File: src/rtl/tz_rr_scheduler.sv
// ---------------------------------------------------------------------------
// tz_rr_scheduler
//
// Purpose:
//   Shares one trailing-zero counting datapath between N_REQ requesters.
//   A round-robin arbiter selects one requester per cycle. The selected word,
//   its requester index and its trailing-zero count are captured in a single
//   registered response stage for one downstream consumer.
//
// Parameters:
//   DATA_WIDTH  width of each request word
//   N_REQ       number of requesters (>= 2)
//   ID_W        requester tag width, derived from N_REQ (leave at default)
//
// Ports:
//   clk         rising-edge clock
//   reset       synchronous, active-high reset
//   req_valid   [N_REQ]             requester i presents a word
//   req_data    [N_REQ*DATA_WIDTH]  word of requester i at [i*DATA_WIDTH +: DATA_WIDTH]
//   req_ready   [N_REQ]             one-hot (or zero) accept strobe
//   resp_valid                      response register holds a result
//   resp_ready                      consumer takes the response this cycle
//   resp_id     [ID_W]              index of the requester that produced it
//   resp_data   [DATA_WIDTH]        echo of the accepted word
//   resp_count  [$clog2(DATA_WIDTH)+1]  trailing-zero count of resp_data
//   served_cnt  [16]                responses handed off, wraps at 2^16
//
// Handshake semantics (both sides):
//   A transfer happens in any cycle where valid and ready are both high at
//   the rising edge. On the request side, req_ready[i] is only raised for the
//   requester the arbiter picked, and only when the response register is free
//   or is being emptied in the same cycle. On the response side, resp_valid
//   stays high and resp_id/resp_data/resp_count stay stable until
//   resp_ready is seen; a producer may drop req_valid at any time before it
//   is granted and is then simply not considered.
// ---------------------------------------------------------------------------
module tz_rr_scheduler #(
    parameter int DATA_WIDTH = 4,
    parameter int N_REQ      = 4,
    parameter int ID_W       = $clog2(N_REQ)
) (
    input  logic                          clk,
    input  logic                          reset,
    input  logic [N_REQ-1:0]              req_valid,
    input  logic [N_REQ*DATA_WIDTH-1:0]   req_data,
    output logic [N_REQ-1:0]              req_ready,
    output logic                          resp_valid,
    input  logic                          resp_ready,
    output logic [ID_W-1:0]               resp_id,
    output logic [DATA_WIDTH-1:0]         resp_data,
    output logic [$clog2(DATA_WIDTH):0]   resp_count,
    output logic [15:0]                   served_cnt
);

    localparam int          CNT_W   = $clog2(DATA_WIDTH) + 1;
    localparam int unsigned N_REQ_U = N_REQ;
    localparam int unsigned DW_U    = DATA_WIDTH;

    // -----------------------------------------------------------------------
    // Helpers
    // -----------------------------------------------------------------------

    // (base + off) mod N_REQ for off < N_REQ; works for non power-of-two N_REQ.
    function automatic logic [ID_W-1:0] wrap_idx(input logic [ID_W-1:0] base,
                                                 input int unsigned     off);
        int unsigned sum;
        sum = 32'(base) + off;
        if (sum >= N_REQ_U) begin
            sum = sum - N_REQ_U;
        end
        return sum[ID_W-1:0];
    endfunction

    // Number of consecutive zero bits starting at bit 0; all-zero gives
    // DATA_WIDTH. Scanning from the MSB down leaves the lowest set bit last.
    function automatic logic [CNT_W-1:0] trailing_zeros(input logic [DATA_WIDTH-1:0] w);
        logic [CNT_W-1:0] n;
        n = CNT_W'(DATA_WIDTH);
        for (int i = DATA_WIDTH - 1; i >= 0; i--) begin
            if (w[i]) begin
                n = CNT_W'(i);
            end
        end
        return n;
    endfunction

    // -----------------------------------------------------------------------
    // State
    // -----------------------------------------------------------------------
    logic [ID_W-1:0] ptr;          // highest-priority requester this cycle

    // -----------------------------------------------------------------------
    // Arbitration
    // -----------------------------------------------------------------------
    logic                  can_load;
    logic                  handoff;
    logic                  grant_any;
    logic [ID_W-1:0]       grant_idx;
    logic [ID_W-1:0]       next_ptr;
    logic [DATA_WIDTH-1:0] grant_word;
    logic [CNT_W-1:0]      grant_count;

    // The response register can take a new result when it is empty or is
    // being emptied this same cycle; this gives one word per cycle.
    assign can_load = !resp_valid || resp_ready;
    assign handoff  = resp_valid && resp_ready;

    // First set req_valid bit searching upward from ptr with wrap-around.
    // Suppressed during reset so nothing is accepted while reset is high.
    always_comb begin
        grant_any = 1'b0;
        grant_idx = '0;
        if (can_load && !reset) begin
            for (int unsigned k = 0; k < N_REQ_U; k++) begin
                if (!grant_any && req_valid[wrap_idx(ptr, k)]) begin
                    grant_any = 1'b1;
                    grant_idx = wrap_idx(ptr, k);
                end
            end
        end
    end

    always_comb begin
        req_ready = '0;
        if (grant_any) begin
            req_ready[grant_idx] = 1'b1;
        end
    end

    // Only the granted lane is selected, so X/Z on the data of any other
    // requester never reaches the datapath.
    assign grant_word  = req_data[32'(grant_idx) * DW_U +: DATA_WIDTH];
    assign grant_count = trailing_zeros(grant_word);

    assign next_ptr = (grant_idx == ID_W'(N_REQ - 1)) ? '0 : grant_idx + ID_W'(1);

    // -----------------------------------------------------------------------
    // Response register, pointer and handoff counter
    // -----------------------------------------------------------------------
    always_ff @(posedge clk) begin
        if (reset) begin
            ptr        <= '0;
            resp_valid <= 1'b0;
            resp_id    <= '0;
            resp_data  <= '0;
            resp_count <= '0;
            served_cnt <= '0;
        end else begin
            if (handoff) begin
                served_cnt <= served_cnt + 16'd1;
            end
            // A grant implies can_load, so loading here also covers the
            // simultaneous handoff-and-grant case without a bubble.
            if (grant_any) begin
                resp_valid <= 1'b1;
                resp_id    <= grant_idx;
                resp_data  <= grant_word;
                resp_count <= grant_count;
                ptr        <= next_ptr;
            end else if (resp_ready) begin
                resp_valid <= 1'b0;
            end
        end
    end

endmodule

File: config.mk
export PLATFORM = sky130hd
export DESIGN_NAME = tz_rr_scheduler
export DESIGN_NICKNAME = d
export VERILOG_FILES = /design/src/rtl/tz_rr_scheduler.sv
export SDC_FILE = /design/constraint.sdc
export NUM_CORES = 1
export LEC_CHECK = 0
export BUFFER_PORTS_ARGS = -buffer_cell sky130_fd_sc_hd__buf_2
export CAP_MARGIN = 20
export CORE_ASPECT_RATIO = 2
export CORE_UTILIZATION = 48
export DETAILED_ROUTE_END_ITERATION = 7
export PLACE_DENSITY = 0.86
export SLEW_MARGIN = 20
export SYNTH_ARGS = -nofsm -noshare
export SYNTH_HDL_FRONTEND = slang
export SYNTH_SLANG_ARGS = --single-unit
File: constraint.sdc
create_clock -name clk -period 3.1 [get_ports clk]
set_clock_uncertainty 0.2 [all_clocks]
set_input_delay 0.155 -clock clk [delete_from_list [all_inputs] [get_ports clk]]
set_output_delay 0.155 -clock clk [all_outputs]
set_load 0.05 [all_outputs]
==> run metrics, run 1 <==
total die area=3201 sq um; leakage power figure=0.8370 nW; Port Buffers=52; register area=560.5 sq um; setup_tns=0 ns; DRT iter0 DRCs=37; asr flop ratio synth=0; Filler Cell Count=241; final net count=between 200 and 300; post-route DRC violation count=0; CP max stage delay=about 0.56 ns; Final Max Slew Viols=0; Rows=27; Vias=1334; wire per inst=~12 microns; Synth Area in XOR/XNOR=0.08612; Top cell by count, worst path=buf_2; total I/O pin count=53; worst setup path class=in2out; Multi-input gate area=809.5 sq um; die width=40.51 microns; number of global-route vias before repair=1251; Worst IR Drop VDD=~0.31 mV; Post-CTS Resized=0; status=finished clean; post-route setup slack=0.4383 ns; Compound-Gate Fraction of Synth Area=0.1134; CTS buffer count=3; max-cap violation count=0; worst-path cell chain=dlygate4sd3_1 > buf_2 > nand2b_2 > nand2b_4 > nor3_2 > inv_1 > ha_1 > and2_1 > buf_2; Crit-path slowest cell=nor3_2; crit-path max FO=12; layout cells sized above 1=0.2883; Synth Instances=between 150 and 200; Startpoint Class=input port; Initial Utilization=0.5140; adder-cell share of the synthesized area=0.04394; WHS Path Cells=3; final WL=3.047 mm; synth top area cells=dfxtp_1 (39%), xor2_1 (7.4%), nand2_1 (6.6%); Final ANT Viol Nets=0; reg2reg path depth=8; total grt overflow=0; Post-Syn Area per Cell=8.327 sq um; Routability Congestion=0.7751; core area=2770 sq um; Post-Syn Area=about 1400 sq um; CP Capture Type=output pin; pre-CTS WS=around 0.52 ns; proportion of netlist area held by the largest area contributor=0.3937; postcts setup bufs=0; largest net degree at the start of global routing=27; Fin. Hold Viols=0; DP Wirelength=2.419 mm; multiplexer area fraction after synthesis=0.02109; Yosys warning count=0; period utilization=0.8586; HP Class=in2reg; RSZ-0062 raised after global routing=false; post-synthesis sequential area ratio=0.3937; clk_lat worst skew=0.27 ns; Reg clk slew, reported paths=0.08 ns; top cell type by total area after synthesis=dfxtp_1; CTS tree=built; Root Buffer=clkbuf_8; Net Count, Synth=199; initial antenna violation count=0; n_diodes=0; Slew headroom=0.5698; Die Y=79.03 microns; Bufs on Longest Clock Path=2; top-count cell post-synth=dfxtp_1; worst-margin pin slew=0.6417 ns; global-route usage over all layers=0.2083; first drt pass iteration count=4; first-pass GRT wire length=4.843 mm; Tmin final=2.662 ns; P&R area growth vs syn=23.11%; Fmax=around 380 MHz; Post-synth EDFFs=0; Critical Path RT=between 2 and 3 ns; via/cell ratio=5.315; Final Util=0.6328; top_reg_cell synth=dfxtp_1; Final Setup Violations=0; largest family of logic cells by synthesized area=simple AND/OR/NAND/NOR gates; H-tree Lvls=1; Commonest cells post-synth=dfxtp_1 (28), nand2_1 (25), nor2_1 (23); Synth cell types=35; PwrDens=roughly 440 nW/um^2; Synth Register Bits=28; arrival time worst endpoint=2.31 ns; clk sink count=28; Post-CTS Hold Fix Bufs=1; simple-gate share of the synthesized area=0.3005
## per-stage QoR
step	std cells	power (mW)	area, sq um	hold WS (ns)
2_1_floorplan	171	0.5414	1424	0.1184
3_3_place_gp	247	0.5880	1697	0.2311
3_5_place_dp	247	0.5903	1697	0.2426
4_1_cts	251	0.7775	1748	0.05652
5_1_grt	251	0.8111	1753	0.09805
6_report	251	0.7690	1753	0.05538
## path summary, 6_finish.rpt
kind	slack, ns	end	from
hold / removal	0.06	resp_valid	req_valid[1]
setup / recovery	0.44	req_ready[1]	resp_ready
hold reg to reg	0.25	resp_id[0]	resp_id[0]
setup reg to reg	0.78	resp_count[0]	ptr[1]
## power by group
group | leakage (nW) | switching [mW] | internal (mW)
Clock | 0.0216 | 0.100 | 0.0870
Combinational | 0.587 | 0.131 | 0.0602
Sequential | 0.228 | 0.0125 | 0.378
## critical path, delay by kind of cell
family,cells,cell delay (ns)
buffers and inverters,4,1.02
adders and majority gates,1,0.23
and+or+nand+nor,4,0.90
## cell usage in the layout (no fill, tap or decap), types with 2 or more instances in the layout
cell type   n
buf_2      52
dfxtp_1    28
nand2_1    25
nor2_1     23
a21oi_1    12
xor2_1     12
nand3_1     7
and2_1      5
ha_1        5
nand4_1     4
nand3b_1    4
inv_1       3
nand2b_1    3
mux2i_1     3
a32o_1      3
and3_1      3
o21ai_0     3
clkbuf_8    3
or2_2       2
nor3_1      2
a22o_1      2
xnor2_1     2
a32oi_1     2
## logic make-up after synthesis
group | count (synthesis)
buffers and inverters | 10
adders and majority gates | 5
muxes | 3
and+or+nand+nor | 86
DFF | 28
xor gates and xnor gates | 14
AOI/OAI and AO/OA | 25
## area by class of cell
type | instances | share of cell area
clock buffers | 3 | 0.02355
inverters | 4 | 0.01570
multi-input cells | 133 | 0.4618
flip-flops and latches | 28 | 0.3198
well taps | 29 | 0.02070
repair buffers | 54 | 0.1585
## sequential cells by signal (all words and copies together), names as in the netlist
name	count
served_cnt	16
resp_data	4
ptr	2
resp_count	3
resp_valid	1
resp_id	2
## layer usage
layer | track usage | share of wire
met5 | 0 | 0
met2 | 0.3952 | 0.55
met1 | 0.1928 | 0.39
met3 | 0.02235 | 0.045
met4 | 0.09667 | 0.014
(Power assumes the default switching activity.)
==> run 2: changes to the inputs <==
MAX_ROUTING_LAYER = met4   (was unset)
==> run metrics, run 2 (synthesized netlist as in run 1, its figures left out) <==
Reg clk slew, reported paths=0.08 ns; number of global-route vias before repair=approximately 1300; Vias=1333; Final Setup Violations=0; total grt overflow=0; met3 routed wirelength=131 microns; setup_tns=0 ns; commonest non-fill, non-tap cell in the layout=buf_2; Routability Congestion=slightly below 0.8; HP Class=in2reg; period utilization=0.8589; worst-path cell chain=dlygate4sd3_1 > buf_2 > nand2b_2 > nand2b_4 > nor3_2 > inv_1 > ha_1 > and2_1 > buf_2; core area=between 2000 and 3000 sq um; total I/O pin count=53; max-cap violation count=0; Bufs on Longest Clock Path=2; worst-margin pin slew=0.6416 ns; max FFs per register=16; H-tree Lvls=1; Fmax=roughly 380 MHz; WL met1=about 1.2 mm; status=finished clean; CTS tree=built; wire per inst=12.13 microns; die width=40.51 microns; Rows=27; first-pass GRT wire length=4.836 mm; commonest non-fill, non-tap cells in the layout=buf_2 (52), dfxtp_1 (28), nand2_1 (25), nor2_1 (23); DP Wirelength=around 2.4 mm; top layer in use=met4; wire length on met2=1.678 mm; CTS buffer count=3; most flop-heavy register=served_cnt; Final Max Slew Viols=0; clk_lat worst skew=0.27 ns; clk sink count=28; Initial Utilization=0.5140; RSZ-0062 raised after global routing=false; first drt pass iteration count=4; Critical Path RT=2.74 ns; Crit-path slowest cell=nor3_2; Startpoint Class=input port; Root Buffer=clkbuf_8; biggest regs=served_cnt x16, resp_data x4, resp_count x3; CP max stage delay=0.56 ns; leakage power figure=about 0.84 nW; Tmin final=2.662 ns; initial antenna violation count=0; largest net degree at the start of global routing=27; Fin. Hold Viols=0; P&R area growth vs syn=23.11%; PwrDens=438.7 nW/um^2; final WL=3.044 mm; Port Buffers=52; final net count=252; layout cells sized above 1=0.2883; post-route DRC violation count=0; global-route usage over all layers=0.2132; n_diodes=0; Top cell by count, worst path=buf_2; CP Capture Type=output pin; crit-path max FO=12; arrival time worst endpoint=approximately 2.3 ns; Die Y=79.03 microns; Final Util=0.6328; Slew headroom=0.5699; total die area=3201 sq um; Final ANT Viol Nets=0; DRT iter0 DRCs=39; worst setup path class=in2out; postcts setup bufs=0; Worst IR Drop VDD=a little over 0.3 mV; via/cell ratio=5.311
run 2: worst max-delay path: cells and delay by family:
| family | cells | cell delay (ns) |
|---|---|---|
| buf+inv | 4 | 1.02 |
| simple gates | 4 | 0.90 |
| fa+ha+maj | 1 | 0.23 |
run 2: layout make-up:
type                            instances  area, sq um
Clock buffer                            3        41.29
Inverter                                4        27.53
Fill cell                             241         1017
Tap cell                               29        36.28
Multi-Input combinational cell        133        809.5
Sequential cell                        28        560.5
Timing Repair Buffer                   54        277.8
run 2: final timing paths:
path                 from       endpoint  slack (ns)  cells after the start
max reg2reg        ptr[1]  resp_count[0]        0.78                      8
max            resp_ready   req_ready[1]        0.44                      9
min reg2reg    resp_id[0]     resp_id[0]        0.25                      2
min          req_valid[1]     resp_valid        0.05                      3
run 2: metrics by stage:
step	power, mW	instances	area (sq um)	setup slack (ns)	hold slack [ns]
floorplan	0.5414	171	1424	0.7081	0.1184
global placement	0.5880	247	1697	0.5830	0.2311
detailed placement	0.5903	247	1697	0.5229	0.2426
CTS	0.7775	251	1748	0.05042	0.05652
global route	0.8111	251	1753	0.2789	0.09804
finish	0.7690	251	1753	0.4375	0.05445
run 2: power by group:
part	total [mW]	internal (mW)	leakage, nW	switching (mW)
clock	0.187	0.0870	0.0216	0.100
combinational	0.191	0.0602	0.587	0.131
sequential	0.390	0.378	0.228	0.0124
run 2: repair_timing:
| item | CTS | global route |
|---|---|---|
| endpoints found under the hold margin | 1 | 0 |
| hold buffers | 1 | 0 |
| resized for setup | 0 | 0 |
run 2: routing by layer:
| layer | global-route usage | vias to the layer above |
|---|---|---|
| met2 | 0.3952 | 37 |
| met5 | - | - |
| met1 | 0.1946 | 605 |
| met4 | 0.09667 | 0 |
| li1 | - | 687 |
| met3 | 0.01955 | 4 |
==> run 3: changes to the inputs <==
SETUP_SLACK_MARGIN = 0.02   (was unset)
clock period = 2.67 ns   (was 3.1 ns; I/O delays follow)
==> run metrics, run 3 (synthesized netlist as in run 1, its figures left out) <==
status=finished clean; worst setup path class=reg2out; reg2reg path depth=8; core area=between 2000 and 3000 sq um; number of global-route vias before repair=1181; post-route DRC violation count=0; clk_lat worst skew=0.26 ns; DRT iter0 DRCs=42; WHS Path Cells=3; Port Buffers=52; P&R area growth vs syn=23.73%; CTS buffer count=3; Bufs on Longest Clock Path=2; max-cap violation count=0; H-tree Lvls=1; Critical Path RT=2.34 ns; flop2flop setup slack=0.36 ns; Reg clk slew, reported paths=0.08 ns; first drt pass iteration count=5; biggest regs=served_cnt x16, resp_data x4, resp_count x3; worst-path cell chain=mux2i_1 > nor2_1 > or4_4 > clkinv_8 > ha_1 > and2_1 > clkbuf_4; via/cell ratio=5.402; Startpoint Class=flop; Fmax=approximately 400 MHz; Worst Path Buf+Inv=2; clk sink count=28; period utilization=0.9323; wire per inst=12.54 microns; worst-margin pin slew=~0.56 ns; n_diodes=0; total I/O pin count=53; DP Wirelength=2.462 mm; commonest non-fill, non-tap cells in the layout=buf_2 (51), dfxtp_1 (28), nand2_1 (25), nor2_1 (23); Vias=roughly 1400; Final Setup Violations=0; final WL=3.147 mm; first-pass GRT wire length=a little under 5 mm; Initial Utilization=0.5140; CP Capture Type=output pin; CP max stage delay=0.59 ns; setup_tns=0 ns; CTS tree=built; Fin. Hold Viols=0; PwrDens=roughly 510 nW/um^2; Rows=27; Tmin final=about 2.5 ns; crit-path leading delay family=simple AND/OR/NAND/NOR gates; Routability Congestion=0.7936; Worst IR Drop VDD=0.4084 mV; total die area=3201 sq um; Crit-path slowest cell=or4_4; commonest non-fill, non-tap cell in the layout=buf_2; Crit Reg-Reg Startpoint=ptr[1]; largest net degree at the start of global routing=27; post-route setup slack=0.1807 ns; HP Class=in2reg; max FFs per register=16; Root Buffer=clkbuf_8; postcts setup bufs=0; crit-path max FO=10; Die Y=79.03 microns; Final Max Slew Viols=0; initial antenna violation count=0; final net count=252; leakage power figure=0.8374 nW; Crit Reg-Reg Endpoint=resp_count[0]; hold_sp=req_valid[1]; global-route usage over all layers=0.2153; most flop-heavy register=served_cnt; layout cells sized above 1=0.2883; pre-CTS WS=0.08777 ns; arrival time worst endpoint=2.16 ns; die width=~40 microns; Final ANT Viol Nets=0; Slew headroom=0.6216; total grt overflow=0; RSZ-0062 raised after global routing=true; WHS Endpoint=resp_valid
[run 3: layout make-up]
class                           count  area, sq um
Fill cell                         267         1008
Multi-Input combinational cell    133        815.8
Sequential cell                    28        560.5
Timing Repair Buffer               54        280.3
Clock buffer                        3        41.29
Tap cell                           29        36.28
Inverter                            4        27.53
[run 3: stage by stage]
| stage | cell area [sq um] | hold WS, ns | power (mW) | util | instances |
|---|---|---|---|---|---|
| 2_1_floorplan | 1424 | 0.09691 | 0.6286 | - | 171 |
| 3_3_place_gp | 1697 | 0.2321 | 0.6814 | 0.6125 | 247 |
| 3_5_place_dp | 1697 | 0.2404 | 0.6861 | 0.6125 | 247 |
| 4_1_cts | 1753 | 0.02566 | 0.9048 | 0.6328 | 251 |
| 5_1_grt | 1762 | 0.05288 | 0.9441 | 0.6360 | 251 |
| 6_report | 1762 | 0.02399 | 0.8959 | 0.6360 | 251 |
[run 3: power by group]
| part | switching (mW) | internal (mW) |
|---|---|---|
| Clock | 0.115 | 0.101 |
| Combinational | 0.155 | 0.0709 |
| Sequential | 0.0148 | 0.439 |
| Total | 0.285 | 0.611 |
[run 3: what timing repair did]
| item | 4_1_cts | 5_1_grt |
|---|---|---|
| resized for setup | 1 | 2 |
| hold buffers | 1 | 0 |
| hold endpoints to repair | 1 | 0 |
| endpoints found under the setup margin | 4 | 3 |
| gates cloned | 0 | 0 |
[run 3: per-layer routing]
metal	GRT usage	routed length, microns	up-vias
met1	0.2103	1165	618
met2	0.3841	1780	46
met3	0.03073	169	2
met5	-	0	-
li1	-	-	690
met4	0.09000	32	0
[run 3: worst register-to-register path, delay by kind of cell (launching register included)]
| kind | cells | cell delay, ns |
|---|---|---|
| flops | 1 | 0.40 |
| buf+inv | 1 | 0.11 |
| compound gates | 4 | 0.62 |
| mux | 1 | 0.21 |
| simple gates | 2 | 0.67 |
[run 3: worst max path at each step]
stage,start,to,slack [ns],cells after the start
final,ptr[1],req_ready[3],0.18,7
after floorplan,resp_valid,req_ready[3],0.30,7
after global placement,ptr[1],req_ready[0],0.17,7
after detailed placement,ptr[1],req_ready[0],0.09,7
after CTS,ptr[1],req_ready[3],0.14,7
after global routing,ptr[1],req_ready[1],0.02,7
